`src/rtl/mem_arbiter_if.sv`:
```
// ---------------------------------------------------------------------------
// mem_arbiter_if
//   Bundles the CPU port, the video fetch port and the memory-side signals
//   of the two-requester memory front end.
//
//   CPU port   : cpu_req/cpu_wr/cpu_wide/cpu_addr/cpu_wdata in,
//                cpu_ack/cpu_rvalid/cpu_rdata out
//   Video port : vid_req/vid_addr in, vid_ack/vid_rvalid/vid_rdata out
//   Memory     : mem_en/mem_wr/mem_wide/mem_addr/mem_din out, mem_dout in
//
//   slave  : the arbiter's view.
//   master : the environment's view (requesters plus the memory block).
// ---------------------------------------------------------------------------
interface mem_arbiter_if;
  // CPU requester
  logic        cpu_req;
  logic        cpu_wr;
  logic        cpu_wide;
  logic [15:0] cpu_addr;
  logic [15:0] cpu_wdata;
  logic        cpu_ack;
  logic        cpu_rvalid;
  logic [15:0] cpu_rdata;

  // Video fetch requester (word reads only)
  logic        vid_req;
  logic [15:0] vid_addr;
  logic        vid_ack;
  logic        vid_rvalid;
  logic [15:0] vid_rdata;

  // Memory block
  logic        mem_en;
  logic        mem_wr;
  logic        mem_wide;
  logic [15:0] mem_addr;
  logic [15:0] mem_din;
  logic [15:0] mem_dout;

  modport slave (
    input  cpu_req, cpu_wr, cpu_wide, cpu_addr, cpu_wdata,
    output cpu_ack, cpu_rvalid, cpu_rdata,
    input  vid_req, vid_addr,
    output vid_ack, vid_rvalid, vid_rdata,
    output mem_en, mem_wr, mem_wide, mem_addr, mem_din,
    input  mem_dout
  );

  modport master (
    output cpu_req, cpu_wr, cpu_wide, cpu_addr, cpu_wdata,
    input  cpu_ack, cpu_rvalid, cpu_rdata,
    output vid_req, vid_addr,
    input  vid_ack, vid_rvalid, vid_rdata,
    input  mem_en, mem_wr, mem_wide, mem_addr, mem_din,
    output mem_dout
  );
endinterface

```
`src/rtl/mem_arbiter.sv`:
```
// ---------------------------------------------------------------------------
// mem_arbiter
//   Two-requester front end for the 16-bit byte-addressable memory block.
//   Video fetch has priority; a saturating wait counter forces a CPU request
//   through after CPU_MAX_WAIT consecutive denied cycles. Read data comes
//   back from memory one cycle after the access and is steered to the port
//   that issued it, using a one-deep registered tag.
//
//   Ports:
//     clk   : system clock, all state on the rising edge
//     reset : synchronous, active-high
//     bus   : mem_arbiter_if.slave (CPU port, video port, memory side)
//
//   Parameters:
//     CPU_MAX_WAIT : denied cycles before a CPU request is forced (1..15)
// ---------------------------------------------------------------------------
module mem_arbiter #(
  parameter int CPU_MAX_WAIT = 4
) (
  input  logic clk,
  input  logic reset,
  mem_arbiter_if.slave bus
);

  localparam logic [3:0] MaxWait = 4'(CPU_MAX_WAIT);

  logic [3:0]  wait_cnt_q, wait_cnt_d;
  logic [1:0]  rd_tag_q, rd_tag_d;       // {cpu read, video read} in flight
  logic [15:0] cpu_hold_q, cpu_hold_d;
  logic [15:0] vid_hold_q, vid_hold_d;

  logic force_cpu;
  logic cpu_gnt;
  logic vid_gnt;

  function automatic logic [3:0] sat_inc(input logic [3:0] v);
    if (v >= MaxWait) return MaxWait;
    return v + 4'd1;
  endfunction

  // Grant: forced CPU first, then video, then CPU. Nothing is granted while
  // reset is high so a request presented during reset is never accepted.
  always_comb begin
    force_cpu = bus.cpu_req && (wait_cnt_q == MaxWait);
    cpu_gnt   = 1'b0;
    vid_gnt   = 1'b0;
    if (!reset) begin
      if (force_cpu)        cpu_gnt = 1'b1;
      else if (bus.vid_req) vid_gnt = 1'b1;
      else if (bus.cpu_req) cpu_gnt = 1'b1;
    end
  end

  assign bus.cpu_ack = cpu_gnt;
  assign bus.vid_ack = vid_gnt;

  // Memory drive follows the grant directly.
  always_comb begin
    bus.mem_en   = 1'b0;
    bus.mem_wr   = 1'b0;
    bus.mem_wide = 1'b0;
    bus.mem_addr = 16'h0000;
    bus.mem_din  = 16'h0000;
    if (cpu_gnt) begin
      bus.mem_en   = 1'b1;
      bus.mem_wr   = bus.cpu_wr;
      bus.mem_wide = bus.cpu_wide;
      bus.mem_addr = bus.cpu_addr;
      bus.mem_din  = bus.cpu_wdata;
    end else if (vid_gnt) begin
      bus.mem_en   = 1'b1;
      bus.mem_wide = 1'b1;
      bus.mem_addr = bus.vid_addr;
    end
  end

  // Next-state: wait counter runs only while the CPU is asking and losing.
  always_comb begin
    wait_cnt_d = 4'd0;
    if (bus.cpu_req && !cpu_gnt) wait_cnt_d = sat_inc(wait_cnt_q);

    rd_tag_d = {cpu_gnt && !bus.cpu_wr, vid_gnt};

    cpu_hold_d = cpu_hold_q;
    vid_hold_d = vid_hold_q;
    if (rd_tag_q[1]) cpu_hold_d = bus.mem_dout;
    if (rd_tag_q[0]) vid_hold_d = bus.mem_dout;
  end

  always_ff @(posedge clk) begin
    if (reset) begin
      wait_cnt_q <= 4'd0;
      rd_tag_q   <= 2'b00;
      cpu_hold_q <= 16'h0000;
      vid_hold_q <= 16'h0000;
    end else begin
      wait_cnt_q <= wait_cnt_d;
      rd_tag_q   <= rd_tag_d;
      cpu_hold_q <= cpu_hold_d;
      vid_hold_q <= vid_hold_d;
    end
  end

  // Return path: live memory data on the valid cycle, held value otherwise.
  // Outputs are forced low during reset so a read in flight when reset
  // arrives is dropped.
  always_comb begin
    bus.cpu_rvalid = rd_tag_q[1] && !reset;
    bus.vid_rvalid = rd_tag_q[0] && !reset;
    bus.cpu_rdata  = 16'h0000;
    bus.vid_rdata  = 16'h0000;
    if (!reset) begin
      bus.cpu_rdata = rd_tag_q[1] ? bus.mem_dout : cpu_hold_q;
      bus.vid_rdata = rd_tag_q[0] ? bus.mem_dout : vid_hold_q;
    end
  end

endmodule

```
`src/flat_wrapper.sv`:
```
// flat-port wrapper written by rule: the top's interface ports become plain ports
module mem_arbiter_flat 
#(
  parameter int CPU_MAX_WAIT = 4
)
  (clk, reset, bus_cpu_req, bus_cpu_wr, bus_cpu_wide, bus_cpu_addr, bus_cpu_wdata, bus_cpu_ack, bus_cpu_rvalid, bus_cpu_rdata, bus_vid_req, bus_vid_addr, bus_vid_ack, bus_vid_rvalid, bus_vid_rdata, bus_mem_en, bus_mem_wr, bus_mem_wide, bus_mem_addr, bus_mem_din, bus_mem_dout);
  mem_arbiter_if bus_i ();
  input  logic clk;
  input  logic reset;
  input wire logic [$bits(bus_i.cpu_req)-1:0] bus_cpu_req;
  input wire logic [$bits(bus_i.cpu_wr)-1:0] bus_cpu_wr;
  input wire logic [$bits(bus_i.cpu_wide)-1:0] bus_cpu_wide;
  input wire logic [$bits(bus_i.cpu_addr)-1:0] bus_cpu_addr;
  input wire logic [$bits(bus_i.cpu_wdata)-1:0] bus_cpu_wdata;
  output wire logic [$bits(bus_i.cpu_ack)-1:0] bus_cpu_ack;
  output wire logic [$bits(bus_i.cpu_rvalid)-1:0] bus_cpu_rvalid;
  output wire logic [$bits(bus_i.cpu_rdata)-1:0] bus_cpu_rdata;
  input wire logic [$bits(bus_i.vid_req)-1:0] bus_vid_req;
  input wire logic [$bits(bus_i.vid_addr)-1:0] bus_vid_addr;
  output wire logic [$bits(bus_i.vid_ack)-1:0] bus_vid_ack;
  output wire logic [$bits(bus_i.vid_rvalid)-1:0] bus_vid_rvalid;
  output wire logic [$bits(bus_i.vid_rdata)-1:0] bus_vid_rdata;
  output wire logic [$bits(bus_i.mem_en)-1:0] bus_mem_en;
  output wire logic [$bits(bus_i.mem_wr)-1:0] bus_mem_wr;
  output wire logic [$bits(bus_i.mem_wide)-1:0] bus_mem_wide;
  output wire logic [$bits(bus_i.mem_addr)-1:0] bus_mem_addr;
  output wire logic [$bits(bus_i.mem_din)-1:0] bus_mem_din;
  input wire logic [$bits(bus_i.mem_dout)-1:0] bus_mem_dout;
  assign bus_i.cpu_req = bus_cpu_req;
  assign bus_i.cpu_wr = bus_cpu_wr;
  assign bus_i.cpu_wide = bus_cpu_wide;
  assign bus_i.cpu_addr = bus_cpu_addr;
  assign bus_i.cpu_wdata = bus_cpu_wdata;
  assign bus_cpu_ack = bus_i.cpu_ack;
  assign bus_cpu_rvalid = bus_i.cpu_rvalid;
  assign bus_cpu_rdata = bus_i.cpu_rdata;
  assign bus_i.vid_req = bus_vid_req;
  assign bus_i.vid_addr = bus_vid_addr;
  assign bus_vid_ack = bus_i.vid_ack;
  assign bus_vid_rvalid = bus_i.vid_rvalid;
  assign bus_vid_rdata = bus_i.vid_rdata;
  assign bus_mem_en = bus_i.mem_en;
  assign bus_mem_wr = bus_i.mem_wr;
  assign bus_mem_wide = bus_i.mem_wide;
  assign bus_mem_addr = bus_i.mem_addr;
  assign bus_mem_din = bus_i.mem_din;
  assign bus_i.mem_dout = bus_mem_dout;
  mem_arbiter #(.CPU_MAX_WAIT(CPU_MAX_WAIT)) u_core (.clk(clk), .reset(reset), .bus(bus_i));
endmodule
```
`config.mk`:
```
export PLATFORM = sky130hd
export DESIGN_NAME = mem_arbiter_flat
export DESIGN_NICKNAME = d
export VERILOG_FILES = /design/src/rtl/mem_arbiter_if.sv /design/src/rtl/mem_arbiter.sv /design/src/flat_wrapper.sv
export SDC_FILE = /design/constraint.sdc
export NUM_CORES = 1
export LEC_CHECK = 0
export CAP_MARGIN = 20
export CELL_PAD_IN_SITES_DETAIL_PLACEMENT = 1
export CELL_PAD_IN_SITES_GLOBAL_PLACEMENT = 2
export CORE_ASPECT_RATIO = 0.9
export CORE_MARGIN = 4
export CORE_UTILIZATION = 18
export DETAILED_ROUTE_END_ITERATION = 16
export GPL_ROUTABILITY_DRIVEN = 0
export GPL_TIMING_DRIVEN = 0
export PLACE_DENSITY = 0.95
export SLEW_MARGIN = 10
export SYNTH_ARGS = -nofsm -noshare
export SYNTH_HDL_FRONTEND = slang
export SYNTH_SLANG_ARGS = --single-unit
```
`constraint.sdc`:
```
create_clock -name clk -period 3.45 [get_ports clk]
set_input_delay 0.345 -clock clk [delete_from_list [all_inputs] [get_ports clk]]
set_output_delay 0.345 -clock clk [all_outputs]
set_load 0.02 [all_outputs]
```
# After elaboration in Yosys (flattened, before gate mapping)
# Cells that the tools add are included.
dict set report op_classes {
  reduce_logical 9
  order_cmp 1
  addsub 1
  n_eq_ne 1
  bitwise 1
  muxes 22
}
# cell n
set op_table {}
lappend op_table {{2-to-1 mux 16 bit} 7}
lappend op_table {{2-to-1 mux 1 bit} 13}
lappend op_table {{2-to-1 mux 4 bit} 2}
lappend op_table {{logical AND 1 bit} 5}
lappend op_table {{adder 4 x 1 -> 4 bit (second input constant)} 1}
lappend op_table {{== test 4 x 3 -> 1 bit (second input constant)} 1}
lappend op_table {{>= comparator 4 x 3 -> 1 bit (second input constant)} 1}
lappend op_table {{zero test 1 bit} 3}
lappend op_table {{OR reduction 2 bit} 1}
lappend op_table {{inverter 1 bit} 1}
dict set report totals {
  ff_bits 38
  out_inout_bits 71
  word_cells 39
}

# Depth between registers and ports, before layout
dict set report depth {
  ltp_word 8
  ltp_mapped 7
}

# Worst setup path after synthesis
# Ideal clock, no wire load.
dict set report synth_path {
  path_type {register -> output}
  from {register u_core.wait_cnt_q[0]}
  to {output port bus_mem_addr[10]}
  n_path_buf 1
  t_required_ns 3.105
  arrival_time_ns 1.585
  path_stages_with_launch 7
  setup_slack_ns 1.520
  cell_sequence {dfxtp_1 > inv_1 > ha_1 > and3b_4 > a211oi_4 > buf_6 > a22o_1}
}
dict set report synth_via {
  elab_chain_len 6
  elab_cells_between_ends 8
  classes_between {eq/ne: 1; mux: 6; reduce/logical: 1}
}
# element line_no
set synth_lines {}
lappend synth_lines {{start: declaration} mem_arbiter.sv:27} ;# logic [3:0] wait_cnt_q, wait_cnt_d;
lappend synth_lines {{start signal: assignment} mem_arbiter.sv:97} ;# wait_cnt_q <= wait_cnt_d;
lappend synth_lines {{== test 4 x 3 -> 1 bit} mem_arbiter.sv:44} ;# force_cpu = bus.cpu_req && (wait_cnt_q == MaxWait);
lappend synth_lines {{logical AND 1 bit} mem_arbiter.sv:44}
lappend synth_lines {{2-to-1 mux 1 bit} mem_arbiter.sv:48} ;# if (force_cpu) cpu_gnt = 1'b1;
lappend synth_lines {{2-to-1 mux 1 bit} mem_arbiter.sv:47} ;# if (!reset) begin
lappend synth_lines {{named net bus_vid_ack} flat_wrapper.sv:20} ;# output wire logic [$bits(bus_i.vid_ack)-1:0] bus_vid_ack;
lappend synth_lines {{2-to-1 mux 16 bit} mem_arbiter.sv:70} ;# end else if (vid_gnt) begin
lappend synth_lines {{2-to-1 mux 16 bit} mem_arbiter.sv:64} ;# if (cpu_gnt) begin
lappend synth_lines {{end: declaration} flat_wrapper.sv:26} ;# output wire logic [$bits(bus_i.mem_addr)-1:0] bus_mem_addr;
# The timed path passes the listed nets, and every way through them passes these cells.

# Worst setup path after layout
dict set report layout_path {
  from {register u_core.wait_cnt_q[0]}
  to {output port bus_mem_addr[12]}
}
dict set report layout_via {
  elab_chain_len 6
  elab_cells_between_ends 8
  classes_between {eq/ne: 1; mux: 6; reduce/logical: 1}
}
# element line_no
set layout_lines {}
lappend layout_lines {{== test 4 x 3 -> 1 bit *} mem_arbiter.sv:44}
lappend layout_lines {{logical AND 1 bit *} mem_arbiter.sv:44}
lappend layout_lines {{2-to-1 mux 1 bit} mem_arbiter.sv:48}
lappend layout_lines {{2-to-1 mux 1 bit} mem_arbiter.sv:47}
lappend layout_lines {{2-to-1 mux 16 bit} mem_arbiter.sv:70}
lappend layout_lines {{2-to-1 mux 16 bit *} mem_arbiter.sv:64}
# Every way passes the cells marked *; elsewhere a longest branch is shown, timed or not.

==> summary.txt <==
Synth
  – Library cells used by synthesis: 22
  – Post-Synthesis Cell Area: ~1700 um^2
  – Yosys warns: 0
  – Syn Area/Cell: just under 10 um^2
  – Cell with the most instances after synthesis: dfxtp_1
  – Post-synthesis async set-or-reset flop share: 0%
  – Seq cells post-synth: 38
  – Post-synth EDFFs: 0
  – Synth top area cells: dfxtp_1 45%, mux2i_1 19%, nor2_1 8.0%
  – Syn Inst Count: 171
  – Area leader, netlist: dfxtp_1
  – Syn_nets: 243
  – Most instantiated cells after synthesis: 38 x dfxtp_1, 36 x nor2_1, 32 x mux2i_1
  – Synth Flop Type: dfxtp_1
  – Share of the synthesized area in the top cell type: between 40% and 50%
  – Sequential share of the synthesized area: 45.10%

Global route
  – Total Routing Usage GR: 12.02%
  – First-pass GRT wire length: 10210 um
  – Number of global-route vias before repair: 1887
  – Largest net degree at the start of global routing: 12
  – Grt total ovfl: 0
  – M3 GR Usage: 2.830%
  – Busiest grt layer: met2
  – Grt met1 use: 13.36%
  – Antenna violations before repair: 0
  – GR Util met2: a little under a quarter

Critical path
  – Setup crit start kind: flip-flop
  – Terminus of the critical flop-to-flop path: u_core.rd_tag_q[1]
  – R2R Setup Slk: 1.88 ns
  – Setup crit end kind: output port
  – FF-to-FF Start: u_core.wait_cnt_q[0]
  – Setup CP Type: reg2out
  – FF-to-FF path depth: 7
  – Slowest cell on the critical path: clkdlybuf4s50_1
  – Worst path max stage delay: around 0.62 ns
  – Data required, critical path: 3.11 ns
  – Cell Chain, Critical Path: inv_1 > ha_1 > and3b_4 > a211oi_4 > buf_6 > a22o_1 > clkdlybuf4s50_1
  – Crit path DAT: 2.56 ns
  – Crit path max fanout: 10

Status
  – Status: finished clean

Detailed routing
  – Vias per cell: 3.973
  – DRT antenna net count: 0
  – Routed wire length: 6599 um
  – DRC viols: 0
  – DR vias: 1748
  – 1st-pass router iterations: 2
  – Average wire per standard cell: 15.00 um
  – DRT iter0 DRCs: 40

Layout
  – Fin nets: 389
  – Share of layout cells above drive strength 1: 8.491%
  – Area Overhead vs Synth: 98.07%
  – Ant diodes: 0
  – FILL cells: 1047
  – Finished Core Util: 36.61%

Power
  – Switch Pwr: 0.2749 mW
  – Pwr/cell area: about 330 nW/um^2
  – Gate power share: 25.7%
  – Leakage: 1.260 nW
  – Int Pwr: 0.8168 mW
  – Total power: 1.092 mW
  – Peak VDD IR: between 0.15 and 0.2 mV
  – Clock share of power: 32.2%
  – Sequential share of power: 42.0%
  – Sw Share: 25.18%

Floorplanning
  – Core area: 9125 um^2
  – Die area: 10980 um^2
  – Die width: 110.0 um
  – Starting Density: 18.48%
  – Ports: 141
  – # rows: 33
  – Die Y: 99.83 um

Placement
  – Input/output buffers: 139
  – Post-DP HPWL: 5462 um

STA
  – Fin. Hold Viols: 0
  – Fin crit share: around 84%
  – Final min period: 2.906 ns
  – Max-slew violations: 0
  – RSZ-0062 raised after global routing: false
  – Fmax: 344.1 MHz
  – Setup Viol. Count Final: 0
  – Worst Max-Slew Pin Slew: 0.5938 ns
  – Fin Setup TNS: 0 ns
  – Max-slew headroom: 60.41%
  – Setup Skew: 0.004810 ns

CTS
  – Clock transition at path regs: 0.07 ns
  – Max Buffers Root-to-Sink: 2
  – Root buf cell: clkbuf_8
  – PostCTS Resize Cnt: 0
  – Clk sinks: 38
  – Clk_lat worst skew: 0.28 ns
  – Setup bufs post-CTS: 0
  – Number of H-tree levels: 2
  – Hold buffers post-CTS: 0
  – CTS tree: done
  – CTS Buf Count: 5

Hold path
  – Hold Path Stages: 2
  – Hold path endpoint: u_core.rd_tag_q[0]
  – HP Start: reset
  – Hold Crit Class: in2reg

Flow run
  – Max-cap violations: 0
[layer usage]
layer / vias up / wire length [um]
met5: - / 0
met4: 0 / 32
met3: 2 / 406
met2: 45 / 3710
met1: 835 / 2449
li1: 866 / -
[cells in the final DEF (no fill, tap or decap)]
master | netlist | routed
clkdlybuf4s50_1 | 0 | 139
dfxtp_1 | 38 | 38
nor2_1 | 36 | 36
mux2i_1 | 32 | 32
and2_1 | 17 | 17
a22o_1 | 9 | 9
clkbuf_8 | 0 | 8
buf_2 | 7 | 7
a22o_2 | 7 | 7
inv_1 | 4 | 4
nor2b_1 | 4 | 4
clkbuf_1 | 3 | 3
buf_4 | 2 | 2
ha_1 | 2 | 2
and3b_4 | 1 | 1
a211oi_4 | 1 | 1
buf_6 | 1 | 1
o21a_1 | 1 | 1
a21o_1 | 1 | 1
or2_1 | 1 | 1
a211oi_1 | 1 | 1
nand3_1 | 1 | 1
o31ai_1 | 1 | 1
conb_1 | 1 | 1
[worst max-delay path by stage]
stage	start	to	slack, ns	cells after the start
after floorplan	u_core.wait_cnt_q[0]	bus_mem_addr[10]	1.52	6
after global placement	bus_cpu_req	bus_mem_din[6]	0.70	7
after detailed placement	bus_cpu_req	bus_mem_din[5]	0.64	7
after CTS	u_core.wait_cnt_q[0]	bus_mem_addr[12]	0.50	7
after global routing	u_core.wait_cnt_q[0]	bus_mem_addr[12]	0.37	7
final	u_core.wait_cnt_q[0]	bus_mem_addr[12]	0.54	7
[state kept, by name, indices dropped and copies added, names as in the netlist]
name and cells:
u_core.cpu_hold_q 16, u_core.rd_tag_q 2, u_core.vid_hold_q 16, u_core.wait_cnt_q 4
[area by class of cell]
class                      count  area, um^2  area share, %
tap                          122       152.6          4.569
timing repair buffer         139        1391          41.65
buffer                        13       72.57          2.172
clock buffer                   8       110.1          3.296
multi-input combinational    116       838.3          25.09
inverter                       4       15.01         0.4494
sequential                    38       760.7          22.77
[per-stage QoR]
| stage | hold WS [ns] | cell area (um^2) | setup WS, ns | instances |
|---|---|---|---|---|
| finish | 0.4057 | 3341 | 0.5435 | 440 |
| global route | 0.4163 | 3341 | 0.3677 | 440 |
| CTS | 0.4155 | 3341 | 0.4971 | 440 |
| detailed placement | 0.4455 | 3231 | 0.6443 | 432 |
| global placement | 0.4264 | 3231 | 0.6952 | 432 |
| floorplan | 0.4166 | 1687 | 1.520 | 171 |
[critical path: cells and delay by family (launching register included)]
kind | cells | cell delay [ns]
compound gates | 2 | 0.61
buf+inv | 3 | 0.89
fa+ha+maj | 1 | 0.20
simple gates | 1 | 0.21
flops | 1 | 0.36
[cells by family (layout without fill, tap and decap cells)]
kind of cell               Yosys count  count (layout)  synth area share [%]
other                                1               1                0.2223
and+or+nand+nor                     60              60                 17.21
adders and majority gates            2               2                 1.483
muxes                               32              32                 18.99
AOI/OAI and AO/OA                   21              21                 11.80
DFF                                 38              38                 45.10
buffers and inverters               17             164                 5.192
[power by group through the flow]
stage	clock (mW)	sequential (mW)	combinational, mW
2_1_floorplan	0	0.468	0.117
3_3_place_gp	0	0.468	0.279
3_5_place_dp	0	0.470	0.284
4_1_cts	0.367	0.459	0.286
5_1_grt	0.388	0.461	0.300
6_report	0.352	0.459	0.281
(Power assumes the default switching activity.)
